<file path="config.mk">
export PLATFORM = sky130hd
export DESIGN_NAME = univ_shift_reg
export DESIGN_NICKNAME = d
export VERILOG_FILES = /design/src/rtl/usr_pkg.sv /design/src/rtl/usr_frame_cnt.sv /design/src/rtl/univ_shift_reg.sv
export SDC_FILE = /design/constraint.sdc
export NUM_CORES = 1
export LEC_CHECK = 0
export ABC_CLOCK_PERIOD_IN_PS = 1530
export CORE_MARGIN = 3
export CORE_UTILIZATION = 34
export CTS_BUF_LIST = sky130_fd_sc_hd__clkbuf_8 sky130_fd_sc_hd__clkbuf_16
export DETAILED_ROUTE_END_ITERATION = 6
export PLACE_DENSITY_LB_ADDON = 0.15
export SLEW_MARGIN = 20
export SYNTH_ARGS = -nofsm -noshare
export SYNTH_HDL_FRONTEND = slang
export SYNTH_SLANG_ARGS = --single-unit
</file>
<file path="constraint.sdc">
create_clock -name clk -period 1.53 [get_ports clk]
set_input_delay 0.306 -clock clk [delete_from_list [all_inputs] [get_ports clk]]
set_output_delay 0.306 -clock clk [all_outputs]
set_load 0.005 [all_outputs]
</file>
<file path="src/rtl/usr_pkg.sv">
// Shared types and helpers for the universal shift register library.
package usr_pkg;

    typedef enum logic [1:0] {
        USR_HOLD = 2'b00,
        USR_SHR  = 2'b01,
        USR_SHL  = 2'b10,
        USR_LOAD = 2'b11
    } usr_mode_t;

    function automatic int unsigned usr_cnt_w(input int unsigned width);
        return $clog2(width + 1);
    endfunction

endpackage

</file>
<file path="src/rtl/usr_frame_cnt.sv">
// Frame counter: counts shifts modulo WIDTH and pulses frame_done on the wrap.
module usr_frame_cnt
    import usr_pkg::*;
#(
    parameter int unsigned WIDTH = 8
) (
    input  logic                          clk,
    input  logic                          rst_n,
    input  logic                          en,
    input  logic                          step,
    input  logic                          clear,
    output logic [usr_cnt_w(WIDTH)-1:0]   shift_cnt,
    output logic                          frame_done
);

    localparam int unsigned        CW   = usr_cnt_w(WIDTH);
    localparam logic [CW-1:0]      LAST = CW'(WIDTH - 1);

    // en is needed on its own so an enabled HOLD drops the pulse while a stall stretches it.
    always_ff @(posedge clk or negedge rst_n) begin
        if (!rst_n) begin
            shift_cnt  <= '0;
            frame_done <= 1'b0;
        end else if (clear) begin
            shift_cnt  <= '0;
            frame_done <= 1'b0;
        end else if (step) begin
            if (shift_cnt == LAST) begin
                shift_cnt  <= '0;
                frame_done <= 1'b1;
            end else begin
                shift_cnt  <= shift_cnt + 1'b1;
                frame_done <= 1'b0;
            end
        end else if (en) begin
            frame_done <= 1'b0;
        end
    end

endmodule

</file>
<file path="src/rtl/univ_shift_reg.sv">
// Universal shift register (hold / shift right / shift left / load) with frame counter.
// Optional rotate mode is enabled by defining USR_ROTATE_EN.
module univ_shift_reg
    import usr_pkg::*;
#(
    parameter int unsigned WIDTH = 8
) (
    input  logic                          clk,
    input  logic                          rst_n,
    input  logic                          en,
    input  logic [1:0]                    mode,
    input  logic                          sin_msb,
    input  logic                          sin_lsb,
    input  logic [WIDTH-1:0]              pin,
`ifdef USR_ROTATE_EN
    input  logic                          rot,
`endif
    output logic [WIDTH-1:0]              q,
    output logic                          sout_lsb,
    output logic                          sout_msb,
    output logic [usr_cnt_w(WIDTH)-1:0]   shift_cnt,
    output logic                          frame_done
);

    usr_mode_t        op;
    logic             msb_in;
    logic             lsb_in;
    logic [WIDTH-1:0] q_next;

    assign op = usr_mode_t'(mode);

`ifdef USR_ROTATE_EN
    assign msb_in = rot ? q[0]       : sin_msb;
    assign lsb_in = rot ? q[WIDTH-1] : sin_lsb;
`else
    assign msb_in = sin_msb;
    assign lsb_in = sin_lsb;
`endif

    always_comb begin
        q_next = q;
        case (op)
            USR_SHR:  q_next = {msb_in, q[WIDTH-1:1]};
            USR_SHL:  q_next = {q[WIDTH-2:0], lsb_in};
            USR_LOAD: q_next = pin;
            default:  q_next = q;
        endcase
    end

    always_ff @(posedge clk or negedge rst_n) begin
        if (!rst_n) begin
            q <= '0;
        end else if (en) begin
            q <= q_next;
        end
    end

    assign sout_lsb = q[0];
    assign sout_msb = q[WIDTH-1];

    usr_frame_cnt #(
        .WIDTH(WIDTH)
    ) u_frame_cnt (
        .clk        (clk),
        .rst_n      (rst_n),
        .en         (en),
        .step       (en && (op == USR_SHR || op == USR_SHL)),
        .clear      (en && (op == USR_LOAD)),
        .shift_cnt  (shift_cnt),
        .frame_done (frame_done)
    );

endmodule

</file>
==> flow_summary.toml <==
[worst_setup_path]
reg2reg_depth = 4
arrival_ns = 1.18
r2r_slack_ns = 0.33
worst-setup-path-type = "flip-flop to output pin"
crit_slowest_cell = "clkdlybuf4s50_1"
timing.rr.end = "u_frame_cnt.shift_cnt[2]"
critPathTopFamily = "buffers and inverters"
cp-start-kind = "flip-flop"
crit_fanout = 4
path_cells = "clkdlybuf4s50_1"
endpoint_kind = "output pin"
crit_required_ns = 1.22
path_buf_inv = 1
timing.rr.start = "u_frame_cnt.shift_cnt[0]"
slowest_delay_ns = 0.53

[placement]
dp_cells = 136
place_congestion = 0.710
dp_hpwl_um = 1370
placed_cell_area_um2 = 1100
place_ws_ns = -0.256
port_buffers = 29

[route]
avgViaCountPerCell = 4.99
drc = 0
ant_nets = 0
vias = 699
avgRoutedWirePerCell_um = 13.7
wl_um = 1920
firstDrtPassIters = 4
drt_iter0_markers = 10

[floorplan]
ios = 30
initial_core_util_pct = 37.1
core-area_um2 = 2020
die_h_um = 53.0
die_x_um = 53.0
num_rows = 16
die_area_um2 = 2810

[logic_synthesis]
ys_ff_latch = 13
syn_area_um2 = 751
ys_warn_count = 0
syn_nets = 96
synth_area_per_cell_um2 = 9.75
synth_cells = 77
yosysSeqAreaShare_pct = 43.3
muxShareOfSynthArea_pct = 1.33
synth_top_family_by_area = "compound AO/OA/AOI/OAI gates"
synth_xor_area_share_pct = 0
synth_compound_area_share_pct = 28.2
yosys.area_share.simple_pct = 14.2
synthAdderAreaFrac_pct = 6.67
yosysUniqueCellTypes = 23

[timing]
clock.fmax_mhz = 671
setup_ws_ns = 0.0399
finClkSkew_ns = 0.000419
period_needed_ns = 1.49
whs_ns = 0.376
relSlewSlack_pct = 83.9
hold_viol_final = 0
drv_slew = 0
period_share_pct = 97.4
setup_viol = 0
worst_pin_slew_ns = 0.241

[clock_network]
numClockSinks = 13
cts_max_level = 1
numCtsBuffers = 3
cts_hold_buf = 0
clk_pin_slew_worst_paths_ns = 0.05
clkLatencyLatePin_ns = 0.24
cts_buffer_depth = 2
cts_tree = "yes"
cts_root_buf = "clkbuf_8"

[grt]
grt_pass1_wl_um = 3020
grt_max_degree = 17
grt-ovfl-total = 0
antenna_found_initial = 0
grt_pass1_vias = 649
grt_usage_pct = 15.1

[flow_run]
drv_cap = 0

[finish]
finalNonFillerCells = 140
seq_area_um2 = 327
multiInputGateArea_um2 = 410
stdcell_area_um2 = 1180
antennaDiodeCount = 0
area_growth_pct = 57.2
fillCellCount = 172
fin_nets = 133
drive_above_1_share_pct = 18.6

[worst_hold_path]
hold_class = "input pin to async pin"

[power]
ir_drop_mv = 0.683
cellPowerDensity_nw_per_um2 = 1080
p_total_w = 0.00128
power_leakage_nw = 0.507

[outcome]
status = "completed"
[worst register-to-register path: cells and delay by family, from the launching register on]
kind | cells | cell delay (ns)
compound gates | 2 | 0.20
fa+ha+maj | 1 | 0.26
flops | 1 | 0.42
simple gates | 1 | 0.21
[layer usage]
layer | up-vias | wire [µm] | GRT usage [%] | part of all wire [%]
met2 | 19 | 875 | 23.1 | 46
met4 | 0 | 18 | 5.11 | 0.94
met5 | - | 0 | 0 | 0
met3 | 5 | 127 | 6.48 | 6.6
li1 | 351 | - | - | -
met1 | 324 | 900 | 18.7 | 47
[final cells by class]
class,count,share of cell area [%]
Tap cell,27,2.86
Inverter,3,0.954
Clock inverter,1,0.318
Timing Repair Buffer,37,29.9
Multi-Input combinational cell,56,34.8
Sequential cell,13,27.7
Clock buffer,3,3.50
[layout by cell type (no fill, tap or decap)]
master	netlist	final
nor2b_1	1	1
dfrtp_1	13	12
nand3b_1	2	2
a22o_1	4	4
dlymetal6s2s_1	0	1
and4b_1	1	1
ha_4	0	2
a31oi_1	1	1
dfrtp_2	0	1
nand4b_1	1	1
o21ai_1	10	10
nand4_1	1	1
o2bb2ai_1	4	4
nand2b_4	0	1
inv_1	3	4
mux2i_1	1	1
ha_1	4	1
clkdlybuf4s50_1	0	28
clkbuf_8	0	3
nor3b_1	1	1
nand2_1	9	9
nor2_2	1	1
a21oi_1	9	9
nor2_1	1	1
a22o_2	4	4
ha_2	0	1
buf_4	2	8
[worst max-delay path by stage]
stage	from	cells past startpoint	endpoint	slack, ns
after floorplan	mode[0]	5	u_frame_cnt.shift_cnt[3]	0.33
after global placement	mode[1]	6	q[7]	-0.24
after detailed placement	mode[1]	6	q[7]	-0.26
after CTS	mode[1]	6	q[7]	-0.004
after global routing	mode[0]	6	u_frame_cnt.shift_cnt[3]	-0.01
final	q[1]	1	q[1]	0.04
[report_power, final]
part	internal [W]	leakage, nW	switching (W)
clock	0.000177	0.0269	0.000122
combinational	0.000298	0.317	0.000163
sequential	0.000425	0.163	0.0000954
total	0.000900	0.507	0.000381
[state kept, by name, indices dropped and copies added, names as in the netlist]
register                cells
u_frame_cnt.shift_cnt       4
q                           8
u_frame_cnt.frame_done      1
[metrics by stage]
step | TNS, ns | util [%]
final | 0 | 58.4
after CTS | -0.00629 | 56.6
after global routing | -0.0117 | 58.4
after floorplan | 0 | -
after detailed placement | -2.70 | 54.3
after global placement | -2.41 | 54.3
[cell usage after synthesis]
master,count,area [µm²]
nand2_1,9,33.8
a22o_2,4,40.0
inv_1,3,11.3
nor2_2,1,6.26
buf_4,2,15.0
nand2b_2,1,8.76
buf_2,2,10.0
dfrtp_1,13,325
ha_1,4,50.1
a31oi_1,1,6.26
nor2_1,1,3.75
and4b_1,1,10.0
o21ai_1,10,50.1
buf_6,1,11.3
a22o_1,4,35.0
mux2i_1,1,10.0
nand4b_1,1,8.76
o2bb2ai_1,4,35.0
a21oi_1,9,45.0
nor2b_1,1,6.26
nand3b_1,2,15.0
nand4_1,1,6.26
nor3b_1,1,7.51
[logic make-up after synthesis]
logic type                 count (synthesis)
AOI/OAI and AO/OA                         32
muxes                                      1
DFF                                       13
adders and majority gates                  4
and+or+nand+nor                           19
buffers and inverters                      8
[what timing repair did]
item / CTS / global route
setup endpoints to repair: 2 / 11
buffers inserted: 0 / 0
endpoints found under the hold margin: 0 / 0
gates resized for setup: 0 / 8
No activity file was read; power rests on OpenSTA's default activity.
